[src/rtl/mreq_wb_master.sv]
// Runs one memory request at a time as Wishbone classic cycles, moving word data
// through little-endian byte streams (write bytes in, read bytes out).
module mreq_wb_master #(
  parameter int unsigned ADDR_W     = 32,
  parameter int unsigned TMO_CYCLES = 255,
  // MREQ layout: {wr[43], aincr[42], wsize[41:40], wcount[39:32], addr[31:0]}
  localparam int unsigned MREQ_NBIT = 44
) (
  input  logic                 clk,
  input  logic                 rst,
  input  logic                 i_mreq_valid,
  output logic                 o_mreq_ready,
  input  logic [MREQ_NBIT-1:0] i_mreq,
  input  logic [7:0]           i_wdata,
  input  logic                 i_wdata_valid,
  output logic                 o_wdata_ready,
  output logic [7:0]           o_rdata,
  output logic                 o_rdata_valid,
  input  logic                 i_rdata_ready,
  output logic                 o_wb_cyc,
  output logic                 o_wb_stb,
  output logic                 o_wb_we,
  output logic [ADDR_W-1:0]    o_wb_adr,
  output logic [31:0]          o_wb_dat,
  input  logic [31:0]          i_wb_dat,
  input  logic                 i_wb_ack,
  output logic                 o_err_timeout,
  output logic                 o_busy
);

  localparam int unsigned TMO_W      = (TMO_CYCLES < 2) ? 1 : $clog2(TMO_CYCLES);
  localparam int unsigned BIT_WR     = 43;
  localparam int unsigned BIT_AINCR  = 42;
  localparam int unsigned WSIZE_LSB  = 40;
  localparam int unsigned WCOUNT_LSB = 32;

  typedef enum logic [2:0] {
    ST_IDLE, ST_WR_COLLECT, ST_WR_BUS, ST_RD_BUS, ST_RD_EMIT
  } state_t;

  state_t              state_q, state_d;
  logic                wr_q, wr_d, aincr_q, aincr_d;
  logic [1:0]          wsize_q, wsize_d, k_q, k_d, last_k;
  logic [7:0]          cnt_q, cnt_d;
  logic [TMO_W-1:0]    tmo_q, tmo_d;
  logic [31:0]         rword_q, rword_d, dat_q, dat_d;
  logic [ADDR_W-1:0]   adr_q, adr_d;
  logic [7:0]          rdata_q, rdata_d;
  logic                cyc_q, cyc_d, we_q, we_d, mready_q, mready_d;
  logic                wready_q, wready_d, rvalid_q, rvalid_d;
  logic                busy_q, busy_d, err_q, err_d;
  logic                bus_done, word_done;

  // Address bits above ADDR_W are intentionally ignored.
  logic unused_mreq_addr;
  assign unused_mreq_addr = ^i_mreq[31:0];

  // State and registered outputs
  always_ff @(posedge clk) begin
    if (rst) begin
      state_q  <= ST_IDLE;
      wr_q     <= 1'b0;
      aincr_q  <= 1'b0;
      wsize_q  <= 2'd0;
      k_q      <= 2'd0;
      cnt_q    <= 8'd0;
      tmo_q    <= '0;
      rword_q  <= 32'd0;
      dat_q    <= 32'd0;
      adr_q    <= '0;
      rdata_q  <= 8'd0;
      cyc_q    <= 1'b0;
      we_q     <= 1'b0;
      mready_q <= 1'b1;
      wready_q <= 1'b0;
      rvalid_q <= 1'b0;
      busy_q   <= 1'b0;
      err_q    <= 1'b0;
    end else begin
      state_q  <= state_d;
      wr_q     <= wr_d;
      aincr_q  <= aincr_d;
      wsize_q  <= wsize_d;
      k_q      <= k_d;
      cnt_q    <= cnt_d;
      tmo_q    <= tmo_d;
      rword_q  <= rword_d;
      dat_q    <= dat_d;
      adr_q    <= adr_d;
      rdata_q  <= rdata_d;
      cyc_q    <= cyc_d;
      we_q     <= we_d;
      mready_q <= mready_d;
      wready_q <= wready_d;
      rvalid_q <= rvalid_d;
      busy_q   <= busy_d;
      err_q    <= err_d;
    end
  end

  // Next state, datapath and output decode
  always_comb begin
    state_d   = state_q;
    wr_d      = wr_q;
    aincr_d   = aincr_q;
    wsize_d   = wsize_q;
    k_d       = k_q;
    cnt_d     = cnt_q;
    tmo_d     = tmo_q;
    rword_d   = rword_q;
    dat_d     = dat_q;
    adr_d     = adr_q;
    rdata_d   = rdata_q;
    err_d     = 1'b0;
    bus_done  = 1'b0;
    word_done = 1'b0;
    case (wsize_q)
      2'd0:    last_k = 2'd0;
      2'd1:    last_k = 2'd1;
      default: last_k = 2'd3;
    endcase

    case (state_q)
      ST_IDLE: begin
        if (i_mreq_valid) begin
          wr_d    = i_mreq[BIT_WR];
          aincr_d = i_mreq[BIT_AINCR];
          wsize_d = i_mreq[WSIZE_LSB +: 2];
          cnt_d   = i_mreq[WCOUNT_LSB +: 8];
          adr_d   = i_mreq[ADDR_W-1:0];
          k_d     = 2'd0;
          tmo_d   = '0;
          dat_d   = 32'd0;
          state_d = i_mreq[BIT_WR] ? ST_WR_COLLECT : ST_RD_BUS;
        end
      end
      ST_WR_COLLECT: begin
        if (i_wdata_valid) begin
          dat_d[{k_q, 3'b000} +: 8] = i_wdata;
          k_d = 2'(k_q + 2'd1);
          if (k_q == last_k) begin
            k_d     = 2'd0;
            tmo_d   = '0;
            state_d = ST_WR_BUS;
          end
        end
      end
      ST_WR_BUS, ST_RD_BUS: begin
        // Ack on the expiry cycle wins over the timeout
        if (i_wb_ack) begin
          rword_d  = i_wb_dat;
          bus_done = 1'b1;
        end else if (tmo_q == TMO_W'(TMO_CYCLES - 1)) begin
          rword_d  = 32'd0;
          err_d    = 1'b1;
          bus_done = 1'b1;
        end else begin
          tmo_d = TMO_W'(tmo_q + 1'b1);
        end
        if (bus_done) begin
          if (state_q == ST_WR_BUS) begin
            word_done = 1'b1;
          end else begin
            k_d     = 2'd0;
            state_d = ST_RD_EMIT;
          end
        end
      end
      ST_RD_EMIT: begin
        if (i_rdata_ready) begin
          if (k_q == last_k) word_done = 1'b1;
          else               k_d = 2'(k_q + 2'd1);
        end
      end
      default: state_d = ST_IDLE;
    endcase

    if (word_done) begin
      if (cnt_q == 8'd0) begin
        state_d = ST_IDLE;
      end else begin
        cnt_d = 8'(cnt_q - 8'd1);
        if (aincr_q) adr_d = ADDR_W'(adr_q + 1'b1);
        k_d     = 2'd0;
        tmo_d   = '0;
        dat_d   = 32'd0;
        state_d = wr_q ? ST_WR_COLLECT : ST_RD_BUS;
      end
    end

    cyc_d    = (state_d == ST_WR_BUS) || (state_d == ST_RD_BUS);
    we_d     = (state_d == ST_WR_BUS);
    mready_d = (state_d == ST_IDLE);
    busy_d   = (state_d != ST_IDLE);
    wready_d = (state_d == ST_WR_COLLECT);
    rvalid_d = (state_d == ST_RD_EMIT);
    if (state_d == ST_RD_EMIT) rdata_d = rword_d[{k_d, 3'b000} +: 8];
  end

  assign o_mreq_ready  = mready_q;
  assign o_wdata_ready = wready_q;
  assign o_rdata       = rdata_q;
  assign o_rdata_valid = rvalid_q;
  assign o_wb_cyc      = cyc_q;
  assign o_wb_stb      = cyc_q;
  assign o_wb_we       = we_q;
  assign o_wb_adr      = adr_q;
  assign o_wb_dat      = dat_q;
  assign o_err_timeout = err_q;
  assign o_busy        = busy_q;

endmodule

[config.mk]
export PLATFORM = sky130hd
export DESIGN_NAME = mreq_wb_master
export DESIGN_NICKNAME = d
export VERILOG_FILES = /design/src/rtl/mreq_wb_master.sv
export SDC_FILE = /design/constraint.sdc
export NUM_CORES = 1
export LEC_CHECK = 0
export ABC_AREA = 1
export BUFFER_PORTS_ARGS = -buffer_cell sky130_fd_sc_hd__buf_2
export CORE_MARGIN = 10
export CORE_UTILIZATION = 45
export CTS_CLUSTER_SIZE = 28
export DETAILED_ROUTE_END_ITERATION = 8
export MAX_ROUTING_LAYER = met4
export PLACE_DENSITY = 0.68
export REMOVE_ABC_BUFFERS = 1
export SLEW_MARGIN = 25
export SYNTH_ARGS = -nofsm -noshare
export SYNTH_HDL_FRONTEND = slang
export SYNTH_SLANG_ARGS = --single-unit
[constraint.sdc]
create_clock -name clk -period 2.8 [get_ports clk]
set_input_delay 0.28 -clock clk [delete_from_list [all_inputs] [get_ports clk]]
set_output_delay 0.28 -clock clk [all_outputs]
set_load 0.02 [all_outputs]
# Word-level counts from Yosys, hierarchy flattened
# Index checks and enable logic that the tools add are counted.
[totals]
out_inout_bits = 80
inputBits = 90
wordCells = 102
regBits = 136
[classes]
shift = 3
eq_ne = 11
reduce_logical = 9
addsub = 5
muxes = 55
bitwise_logic = 1
[ops]
columns = ["op", "count"]
rows = [
  ["32-bit two-way mux", 12],
  ["8-bit two-way mux", 11],
  ["32-bit case mux with 2 select lines", 1],
  ["32-bit by 1-bit adder with 32-bit output, second input constant", 1],
  ["32-bit bitwise mux", 1],
  ["8-bit by 7-bit variable shift with 32-bit output, first input constant", 1],
  ["32-bit by 6-bit variable part select with 8-bit output", 1],
  ["8-bit by 7-bit variable part select with 32-bit output", 1],
  ["2-bit two-way mux", 12],
  ["8-bit case mux with 3 select lines", 1],
  ["3-bit two-way mux", 6],
  ["3-bit by 2-bit == test with 1-bit output, second input constant", 4],
  ["3-bit case mux with 4 select lines", 1],
  ["8-bit by 1-bit adder with 8-bit output, second input constant", 1],
  ["8-bit == test, second input constant", 1],
  ["8-bit logical NOT", 1],
  ["2-bit case mux with 4 select lines", 1],
  ["8-bit by 1-bit subtractor with 8-bit output, second input constant", 1],
  ["1-bit two-way mux", 7],
  ["5-bit negation with 7-bit output", 1],
  ["3-bit by 1-bit == test with 1-bit output, second input constant", 2],
  ["3-bit == test, second input constant", 2],
  ["3-bit logical NOT", 2],
  ["2-bit case mux with 2 select lines", 1],
  ["other kinds (11)", 11],
]

# Depth between registers and ports, before layout
# Gate-level depths: netlist of run 1.
[logic_depth]
ltp_word = 9
mapped_depth = 17

# Least setup slack after synthesis of run 1
# OpenSTA, ideal clock, no wires.
[synth_path]
kind = "register to register"
start = "register k_q[0]"
end = "register dat_q[14], in the netlist o_wb_dat[14]"
t_arrival_ns = 2.060
required_ns = 2.730
stages_incl_launch_ff = 12
slack_ns = 0.670
period_less_slack_ns = 2.130
path_cell_list = "dfxtp_1 > clkbuf_2 > inv_1 > clkbuf_1 > ha_1 > clkbuf_1 > inv_1 > clkbuf_1 > nand2_1 > o31ai_1 > nand2_1 > a21oi_1"
[synth_between]
elab_chain_len = 7
[synth_rtl]
columns = ["item", "line_no", "source"]
rows = [
  ["start: declaration", "43", "logic [1:0] wsize_q, wsize_d, k_q, k_d, last_k;"],
  ["start signal: assignment", "84", "k_q <= k_d;"],
  ["5-bit negation with 7-bit output", "139", "dat_d[{k_q, 3'b000} +: 8] = i_wdata;"],
  ["8-bit by 7-bit variable part select with 32-bit output / 8-bit by 7-bit variable shift with 32-bit output (equally long branches)", "139", ""],
  ["32-bit bitwise mux", "139", ""],
  ["32-bit two-way mux", "138", "if (i_wdata_valid) begin"],
  ["32-bit case mux with 2 select lines", "123", "case (state_q)"],
  ["32-bit two-way mux", "179", "if (cnt_q == 8'd0) begin"],
  ["32-bit two-way mux *", "178", "if (word_done) begin"],
  ["end signal: assignment", "88", "dat_q <= dat_d;"],
  ["end: declaration", "46", "logic [31:0] rword_q, rword_d, dat_q, dat_d;"],
]
# Every way passes the cells marked *; elsewhere a longest branch is shown, timed or not.
# A chain may end at the register's enable or synchronous reset.

# Final worst setup path of run 1
[layout_path]
start = "register state_q[2]"
end = "register rdata_q[3], in the netlist o_rdata[3]"
[layout_between]
elab_chain_len = 7
[layout_rtl]
columns = ["item", "line_no", "source"]
rows = [
  ["start: declaration", "41", "state_t state_q, state_d;"],
  ["start signal: assignment", "80", "state_q <= state_d;"],
  ["3-bit by 2-bit == test with 1-bit output", "123, 161", ""],
  ["2-bit two-way mux", "161", "if (state_q == ST_WR_BUS) begin"],
  ["2-bit two-way mux", "160", "if (bus_done) begin"],
  ["2-bit case mux with 4 select lines", "123", ""],
  ["2-bit two-way mux", "179", ""],
  ["2-bit two-way mux", "178", ""],
  ["32-bit by 6-bit variable part select with 8-bit output", "197", "if (state_d == ST_RD_EMIT) rdata_d = rword_d[{k_d, 3'b000} +: 8];"],
  ["end signal: assignment", "90", "rdata_q <= rdata_d;"],
  ["end: declaration", "48", "logic [7:0] rdata_q, rdata_d;"],
]
# Several ways; a longest one is shown, not always the timed one.

==> impl_metrics.tcl, run 1 <==
set metrics [dict create \
    startpoint "state_q[2]" \
    reg2reg_from "state_q[2]" \
    grt_use_total_pct 20.64 \
    cp_max_fo 21 \
    io_buffer_count 169 \
    die_y_um 148.6 \
    dr.pass1.iters 5 \
    maxSlewViolCount 0 \
    grt_pass1_wl_um 36960 \
    htree_levels 4 \
    start_kind "flip-flop" \
    hold_buffers 0 \
    cp_top_family "simple AND/OR/NAND/NOR gates" \
    grt_max_degree 46 \
    post_cts_buffers 0 \
    die-area_sq_um 22070 \
    post-route-util_pct 55.76 \
    tightest_slew_ns 0.5767 \
    seq_area_frac_synth_pct 36.60 \
    start_util_pct 46.32 \
    end_kind "flip-flop" \
    wl_per_cell_um 14.59 \
    rows 46 \
    synth_area_per_cell_sq_um 6.513 \
    drc 0 \
    slew_headroom_pct 61.51 \
    clockRootBuffer "clkbuf_16" \
    fin_worst_skew_ns 0.009614 \
    hp-class "in2reg" \
    required_ns 3.17 \
    pre_cts_ws_ns 0.4488 \
    rsz0062_at_grt "no" \
    r2r-end "o_rdata[3]" \
    syn_inst 1142 \
    cpPeakStageDelay_ns 0.44 \
    ys_seq_elements 136 \
    final_nets 1391 \
    cp.arrival_ns 2.76 \
    clk_latency_ns 0.43 \
    period_share_pct 85.34 \
    clk_pin_slew_ns 0.05 \
    pin_count 170 \
    clk_path_buf_depth 2 \
    routed_wl_um 22150 \
    clkSinkCount 136 \
    dr_total_vias 7895 \
    hold_violations 0 \
    cts_buffers 17 \
    ctsResizeCount 0 \
    cp-endpoint "o_rdata[3]" \
    fin_crit_ns 2.389 \
    maxCapViolCount 0 \
    grt_overflow 0 \
    die_x_um 148.6 \
    grt_antenna_before_repair 1 \
    drt-vias-per-instance 5.201 \
    rrSetupSlack_ns 0.41 \
    drive_gt1_share_pct 18.68 \
    synth_warnings 0 \
    tns_ns 0 \
    cts_tree "yes" \
    reg2regPathDepth 14 \
    p_leak_uw 0.004101 \
    syn_to_final_growth_pct 20.37 \
    dp.cells 1489 \
    worst_path_most_repeated_cell "nand2_1" \
    finalSetupViolCount 0 \
    crit_type "reg2reg" \
    ant_nets 0 \
    place_congestion 0.8914 \
    powerDensity_nw_per_um2 801.5 \
    finalNonFillerCells 1518 \
    core_area_sq_um 16060 \
    syn_area_sq_um 7438 \
    synthDistinctLibCells 43 \
    cp_slowest_cell "dfxtp_1" \
    dpl.hpwl_um 16050 \
    outcome "completed" \
    crit_chain "inv_2 -> nand3_4 -> inv_2 -> nand3_1 -> nand2_1 -> nor2_1 -> nand3_2 -> nand2_4 -> nand2_1 -> nand2_1 -> nand2_1 -> nand3_1 -> nand2_1 -> inv_1" \
    drt_iter0_markers 513 \
    ir_worst_vdd_mv 0.5467 \
    fin_ws_ns 0.4106 \
    cp.depth 14 \
    fmax_mhz 418.5 \
    path_buf_inv 3 \
    grt_pass1_vias 7601 \
]
worst min-delay path, stage by stage:
cell,delay (ns)
buf_2,0.09
nand2_1,0.07
a21oi_1,0.06
where the power goes:
group | leakage [uW] | internal (uW) | total (uW) | switching (uW)
registers | 0.00111 | 2250 | 2510 | 258
logic | 0.00273 | 794 | 2570 | 1780
clock network | 0.000268 | 1290 | 2090 | 804
total | 0.00410 | 4340 | 7180 | 2840
per-stage QoR:
step                      hold slack [ns]  cell area [sq um]  total power [uW]
final                              0.1303               8954              7176
after global routing               0.1430               8954              7671
after CTS                          0.1184               8951              7221
after detailed placement           0.4555               8414              5108
after global placement             0.4501               8414              5090
after floorplan                    0.3491               7176              4261
cells by family after synthesis:
group | after synthesis | share of synthesized area (%)
AO/OA/AOI/OAI | 253 | 18.44
XOR/XNOR | 21 | 2.473
adder cells (fa/ha/maj) | 9 | 1.514
buffers and inverters | 152 | 8.578
flip-flops | 136 | 36.60
AND/OR/NAND/NOR | 571 | 32.40
flip-flops by register name (all words and copies together), names as in the netlist, 2 cells and up:
signal    cells
tmo_q         8
o_wb_dat     32
wsize_q       2
rword_q      32
cnt_q         8
k_q           2
state_q       3
o_rdata       8
o_wb_adr     32
routing by layer:
layer  GRT usage [%]  wire (um)
met1           25.35       9687
met4           7.929        437
met2           32.80      10460
met5               -          0
met3           4.066       1562
worst min-delay path by stage:
stage / from / cells after the start / endpoint / slack, ns
2_1_floorplan: rst / 1 / cnt_q[4] / 0.35
3_3_place_gp: aincr_q / 1 / o_wb_adr[6] / 0.45
3_5_place_dp: aincr_q / 1 / o_wb_adr[6] / 0.46
4_1_cts: i_wb_dat[7] / 3 / rword_q[7] / 0.12
5_1_grt: i_wb_dat[0] / 3 / rword_q[0] / 0.14
6_report: i_wb_dat[14] / 3 / rword_q[14] / 0.13
cell usage in the layout (no fill, tap or decap), drive strengths merged, types with 3 or more instances in the layout:
cell type,Yosys,routed
nand3,54,54
clkinv,0,3
a31oi,5,5
o21ai,85,85
nand4,26,26
inv,100,100
xor2,18,18
o211ai,5,5
buf,25,183
clkbuf,27,24
a211oi,3,3
a311oi,5,5
nand2,365,365
nor2,108,108
xnor2,3,3
o31ai,8,8
nor3,15,15
dfxtp,136,136
a21oi,136,136
ha,9,9
cells in the mapped netlist (all sizes together):
cell / instances / area (sq um)
a211oi: 3 / 22.52
a21o: 1 / 7.510
a21oi: 136 / 691.9
a221oi: 1 / 8.760
a22oi: 1 / 7.510
a311oi: 5 / 56.31
a31oi: 5 / 31.28
a41oi: 1 / 8.760
buf: 25 / 160.1
clkbuf: 27 / 102.6
dfxtp: 136 / 2723
ha: 9 / 112.6
inv: 100 / 375.4
nand2: 365 / 1410
nand3: 54 / 292.8
nand3b: 1 / 7.510
nand4: 26 / 162.7
nor2: 108 / 449.2
nor3: 15 / 75.07
nor4: 1 / 6.260
o211ai: 5 / 37.54
o21ai: 85 / 425.4
o21bai: 1 / 7.510
o22ai: 1 / 6.260
o31ai: 8 / 60.06
or2: 1 / 6.260
xnor2: 3 / 26.28
xor2: 18 / 157.7
layout make-up:
class	count	area, sq um
Fill cell	1629	7104
Timing Repair Buffer	183	963.4
Sequential cell	136	2723
Multi-Input combinational cell	854	4083
Tap cell	216	270.3
Antenna cell	1	2.502
Clock buffer	24	491.7
Inverter	100	375.4
Clock inverter	4	45.04
(Power assumes the default switching activity.)
==> run 2: changes to the inputs <==
--- a/config.mk
+++ b/config.mk
@@ -5,14 +5,13 @@
 export SDC_FILE = /design/constraint.sdc
 export NUM_CORES = 1
 export LEC_CHECK = 0
-export ABC_AREA = 1
 export BUFFER_PORTS_ARGS = -buffer_cell sky130_fd_sc_hd__buf_2
 export CORE_MARGIN = 10
 export CORE_UTILIZATION = 45
 export CTS_CLUSTER_SIZE = 28
 export DETAILED_ROUTE_END_ITERATION = 8
 export MAX_ROUTING_LAYER = met4
-export PLACE_DENSITY = 0.68
+export PLACE_DENSITY = 0.7
 export REMOVE_ABC_BUFFERS = 1
 export SLEW_MARGIN = 25
 export SYNTH_ARGS = -nofsm -noshare
==> run 2 against run 1 <==
Area after synthesis down 15%. Synthesized cell count down 35%. Fmax down 6.8%. Final area down 11%. Final cell count down 28%. Total power down 12%. Critical endpoint is now o_wb_adr[31].
==> impl_metrics.tcl, run 2 <==
set metrics [dict create \
    htree_levels 4 \
    grt_max_degree 92 \
    path_buf_inv 1 \
    grt_antenna_before_repair 1 \
    ir_worst_vdd_mv 0.5610 \
    ant_nets 0 \
    drt-vias-per-instance 5.747 \
    yosysTopAreaCellShare_pct 42.84 \
    clk_pin_slew_ns 0.06 \
    fmax_mhz 390.2 \
    end_kind "flip-flop" \
    synthDistinctLibCells 68 \
    tightest_slew_ns 0.7742 \
    internal-power_uw 4214 \
    cp_max_fo 12 \
    cts_tree "yes" \
    clockRootBuffer "clkbuf_16" \
    synth_edf_count 0 \
    dr.pass1.iters 7 \
    cts_buffers 17 \
    crit_type "reg2reg" \
    pwr-share-comb_pct 26.4 \
    r2r-end "o_wb_adr[31]" \
    start_util_pct 45.78 \
    clk_latency_ns 0.41 \
    post_cts_buffers 0 \
    p_clk_share_pct 36.4 \
    die-area_sq_um 19280 \
    required_ns 3.14 \
    place_congestion 0.8493 \
    grt_overflow 0 \
    drive_gt1_share_pct 27.25 \
    min_from "i_mreq[0]" \
    syn_to_final_growth_pct 25.99 \
    post-route-util_pct 57.68 \
    clk_path_buf_depth 2 \
    holdPathStages 3 \
    drt_iter0_markers 568 \
    fin_crit_ns 2.563 \
    synth_common_cells "dfxtp_1, nor2_1, a22oi_1" \
    power_frac_seq_pct 37.1 \
    holdPathEnd "o_wb_adr[0]" \
    hold_violations 0 \
    maxCapViolCount 0 \
    core_area_sq_um 13880 \
    rows 43 \
    fin_worst_skew_ns 0.009597 \
    dr_total_vias 6270 \
    synthFlopType "dfxtp_1" \
    p_leak_uw 0.003260 \
    maxSlewViolCount 0 \
    cp_slowest_cell "or4_1" \
    routed_wl_um 18950 \
    grt_pass1_wl_um 30420 \
    rsz0062_at_grt "no" \
    ctsResizeCount 0 \
    finalNonFillerCells 1091 \
    post-synth-top-count-cell "dfxtp_1" \
    final_common_cell "buf_2" \
    powerDensity_nw_per_um2 790.8 \
    seq_area_frac_synth_pct 42.84 \
    die_y_um 138.8 \
    start_kind "flip-flop" \
    wl_per_cell_um 17.37 \
    grt_use_total_pct 19.16 \
    drc 0 \
    syn_inst 741 \
    finalSetupViolCount 0 \
    dp.cells 1058 \
    pre_cts_ws_ns 0.2504 \
    die_x_um 138.8 \
    hold_buffers 0 \
    fin_ws_ns 0.2371 \
    synth_area_per_cell_sq_um 8.576 \
    slew_headroom_pct 48.39 \
    io_buffer_count 169 \
    outcome "completed" \
    tns_ns 0 \
    hp-class "in2reg" \
    p_switching_uw 2117 \
    cp.arrival_ns 2.90 \
    crit_chain "inv_1 -> ha_1 -> and4_1 -> a21oi_2 -> nor3_4 -> o211a_1 -> nand2_1 -> or4_1 -> a31oi_1" \
    reg2regPathDepth 9 \
    synth_area_leaders "dfxtp_1, a22oi_1, nor2_1" \
    syn_area_sq_um 6355 \
    dpl.hpwl_um 13450 \
    reg2reg_from "tmo_q[0]" \
    ys_seq_elements 136 \
    swShare_pct 33.43 \
    synth.largest_area_cell "dfxtp_1" \
    clkSinkCount 136 \
    synth_warnings 0 \
    cp_top_family "simple AND/OR/NAND/NOR gates" \
    cpPeakStageDelay_ns 0.51 \
    final_nets 996 \
    period_share_pct 91.53 \
    synth-async-reset-ratio_pct 0 \
    pin_count 170 \
    final_cell_mix "buf_2, dfxtp_1, nor2_1" \
    grt_pass1_vias 5821 \
    rrSetupSlack_ns 0.24 \
]
[run 2: how the worst max path moves through the flow]
stage | start | to | slack [ns] | cells past startpoint
after floorplan | state_q[1] | o_rdata[2] | -0.03 | 6
after global placement | tmo_q[0] | o_wb_adr[31] | 0.33 | 9
after detailed placement | tmo_q[0] | o_wb_adr[31] | 0.25 | 9
after CTS | tmo_q[0] | o_wb_adr[31] | 0.25 | 9
after global routing | tmo_q[0] | o_wb_adr[31] | 0.08 | 9
final | tmo_q[0] | o_wb_adr[31] | 0.24 | 9
[run 2: area by class of cell]
type | count | area (sq um)
Tap cell | 180 | 225.2
Timing Repair Buffer | 191 | 1061
Antenna cell | 1 | 2.502
Sequential cell | 136 | 2723
Clock buffer | 19 | 442.9
Fill cell | 1297 | 5874
Multi-Input combinational cell | 536 | 3328
Clock inverter | 13 | 167.7
Inverter | 15 | 56.30
[run 2: cells by family (layout without fill, tap and decap cells)]
family	after synthesis	after routing	synth area share, %
mux	17	17	3.190
other cells	0	1	0
fa+ha+maj	9	9	1.772
buf+inv	69	238	4.804
xor+xnor	2	2	0.2757
compound gates	231	231	25.08
flops	136	136	42.84
simple gates	277	277	22.03
[run 2: stage by stage]
step           instance area [sq um]  hold slack [ns]  power [uW]
5_1_grt                         8006           0.1113        6650
6_report                        8006           0.1106        6331
3_5_place_dp                    7393           0.4504        4053
2_1_floorplan                   6106           0.3446        3411
3_3_place_gp                    7393           0.4415        4040
4_1_cts                         8004           0.1002        6371
[run 2: worst reg2reg max path, stage by stage (launching register included)]
cell	delay (ns)
dfxtp_1	0.34
inv_1	0.07
ha_1	0.18
and4_1	0.30
a21oi_2	0.11
nor3_4	0.22
o211a_1	0.46
nand2_1	0.15
or4_1	0.51
a31oi_1	0.16
[run 2: routing by layer]
layer  share of wire [%]  track usage, %
met5                   0               -
met2                  48           29.68
met4                 1.6           6.096
met1                  45           24.46
met3                 5.8           4.007
[run 2: power by group through the flow]
stage	Sequential, uW	Combinational (uW)	Clock, uW
finish	2350	1670	2310
detailed placement	2390	1670	0
global route	2380	1830	2430
floorplan	2510	897	0
CTS	2350	1670	2350
global placement	2380	1660	0
==> run 3: changes to the inputs <==
==> constraint.sdc (replaced) <==
create_clock -name clk -period 2.6 [get_ports clk]
set_input_delay 0.26 -clock clk [delete_from_list [all_inputs] [get_ports clk]]
set_output_delay 0.26 -clock clk [all_outputs]
set_load 0.02 [all_outputs]
==> run 3 against run 2 <==
Final area is 1.3% higher. First-iteration DRC count down 27%. Fmax rose by 7.9%. Worst hold slack got worse by 0.016 ns. Non-clock buffer count up 11. Sequential power up 7%. Via count is 0.99% lower. Combinational power grew 13%. Final cell count grew 0.82%. Total power up 7.8%. Count of clock-buffer cells in the layout increased by 1. Highest routed layer unchanged. Sequential share of layout area shrank 0.42 points.
==> impl_metrics.tcl, run 3 (synthesis results as in run 2) <==
set metrics [dict create \
    grt_pass1_wl_um 30900 \
    path_buf_inv 2 \
    r2r-end "o_wb_adr[15]" \
    placed_area_sq_um 7461 \
    rsz0062_at_grt "no" \
    place_congestion 0.8704 \
    htree_levels 4 \
    rrSetupSlack_ns 0.22 \
    internal-power_uw 4570 \
    period_share_pct 91.36 \
    outcome "completed" \
    maxCapViolCount 0 \
    post-route-util_pct 58.43 \
    die_y_um 138.8 \
    drt_iter0_markers 414 \
    p_clk_share_pct 35.5 \
    pin_count 170 \
    power_frac_seq_pct 37.0 \
    cp_slowest_cell "or4_1" \
    fin_crit_ns 2.375 \
    final_cell_mix "buf_2, dfxtp_1, nor2_1" \
    dr_total_vias 6208 \
    cts_buffers 17 \
    core_area_sq_um 13880 \
    die-area_sq_um 19280 \
    fmax_mhz 421.0 \
    final_common_cell "buf_2" \
    grt_overflow 0 \
    slew_headroom_pct 53.14 \
    dr.pass1.iters 5 \
    wl_per_cell_um 17.20 \
    maxSlewViolCount 0 \
    rows 43 \
    crit_type "reg2reg" \
    hold_buffers 0 \
    reg2regPathDepth 9 \
    diodes 0 \
    tightest_slew_ns 0.7030 \
    swShare_pct 33.03 \
    end_kind "flip-flop" \
    start_util_pct 45.78 \
    cp.depth 9 \
    grt_max_degree 49 \
    dpl.hpwl_um 13730 \
    hp-class "in2reg" \
    p_leak_uw 0.003307 \
    finalSetupViolCount 0 \
    hold_violations 0 \
    start_kind "flip-flop" \
    io_buffer_count 169 \
    cp_max_fo 31 \
    routed_wl_um 18920 \
    fin_worst_skew_ns 0.01978 \
    cp_top_family "simple AND/OR/NAND/NOR gates" \
    drt-vias-per-instance 5.644 \
    ant_nets 0 \
    finalInstanceArea_sq_um 8110 \
    syn_to_final_growth_pct 27.62 \
    cp-endpoint "o_wb_adr[15]" \
    fin_ws_ns 0.2245 \
    die_x_um 138.8 \
    ir_worst_vdd_mv 0.8400 \
    p_switching_uw 2254 \
    final_nets 1007 \
    grt_antenna_before_repair 0 \
    crit_chain "inv_1 -> ha_1 -> and4_4 -> a21oi_4 -> nor3_4 -> o211ai_1 -> buf_12 -> or4_1 -> a31oi_1" \
    drc 0 \
    drive_gt1_share_pct 28.37 \
    grt_pass1_vias 6111 \
    clk_path_buf_depth 2 \
    clk_latency_ns 0.42 \
    cts_tree "yes" \
    grt_use_total_pct 19.58 \
    startpoint "tmo_q[0]" \
    pre_cts_ws_ns 0.1492 \
    clockRootBuffer "clkbuf_16" \
    required_ns 2.93 \
    cp.arrival_ns 2.71 \
    clk_pin_slew_ns 0.06 \
    fillCellCount 1297 \
    powerDensity_nw_per_um2 841.5 \
    reg2reg_from "tmo_q[0]" \
    pwr-share-comb_pct 27.5 \
    clkSinkCount 136 \
    cpPeakStageDelay_ns 0.50 \
]
-- run 3: area by class of cell --
type | instances | area (sq um) | area share, %
Sequential cell | 136 | 2724 | 33.59
Timing Repair Buffer | 202 | 1144 | 14.10
Inverter | 15 | 56.30 | 0.6942
Clock inverter | 11 | 148.9 | 1.836
Multi-Input combinational cell | 536 | 3366 | 41.50
Tap cell | 180 | 225.2 | 2.777
Clock buffer | 20 | 446.7 | 5.508
-- run 3: repair_timing --
item / 4_1_cts / 5_1_grt
buffers inserted: 0 / 2
gates resized for setup: 0 / 8
endpoints found under the hold margin: 0 / 0
endpoints found under the setup margin: 0 / 11
-- run 3: metal layers --
layer  vias to the layer above  wire length [um]  track usage [%]
met5                         -                 0                -
met4                         0               429            7.963
met3                        32              1087            5.240
met2                       201              8897            29.73
met1                      2904              8504            24.17
li1                       3071                 -                -
-- run 3: worst register-to-register path, delay by kind of cell (launching register included) --
kind | cells | cell delay, ns
flops | 1 | 0.34
compound gates | 3 | 0.42
simple gates | 3 | 1.06
buf+inv | 2 | 0.28
fa+ha+maj | 1 | 0.19
-- run 3: worst min path at each step --
stage / from / endpoint / slack (ns) / cells past startpoint
2_1_floorplan: rst / o_rdata[2] / 0.32 / 1
3_3_place_gp: wr_q / wr_q / 0.44 / 2
3_5_place_dp: wr_q / wr_q / 0.45 / 2
4_1_cts: i_mreq[0] / o_wb_adr[0] / 0.07 / 3
5_1_grt: i_mreq[3] / o_wb_adr[3] / 0.09 / 3
6_report: i_mreq[0] / o_wb_adr[0] / 0.09 / 3
-- run 3: stage by stage --
stage	TNS, ns	total power [uW]	cells	hold WS [ns]
after floorplan	-4.053	3673	687	0.3246
after global placement	0	4400	1067	0.4403
after detailed placement	0	4413	1067	0.4505
after CTS	0	6857	1098	0.06603
after global routing	0	7193	1100	0.08625
final	0	6825	1100	0.09466
-- run 3: power by group through the flow --
stage | Clock [uW] | Combinational, uW | Sequential, uW
after floorplan | 0 | 966 | 2710
after global placement | 0 | 1840 | 2560
after detailed placement | 0 | 1850 | 2560
after CTS | 2480 | 1860 | 2520
after global routing | 2570 | 2070 | 2550
final | 2420 | 1880 | 2520
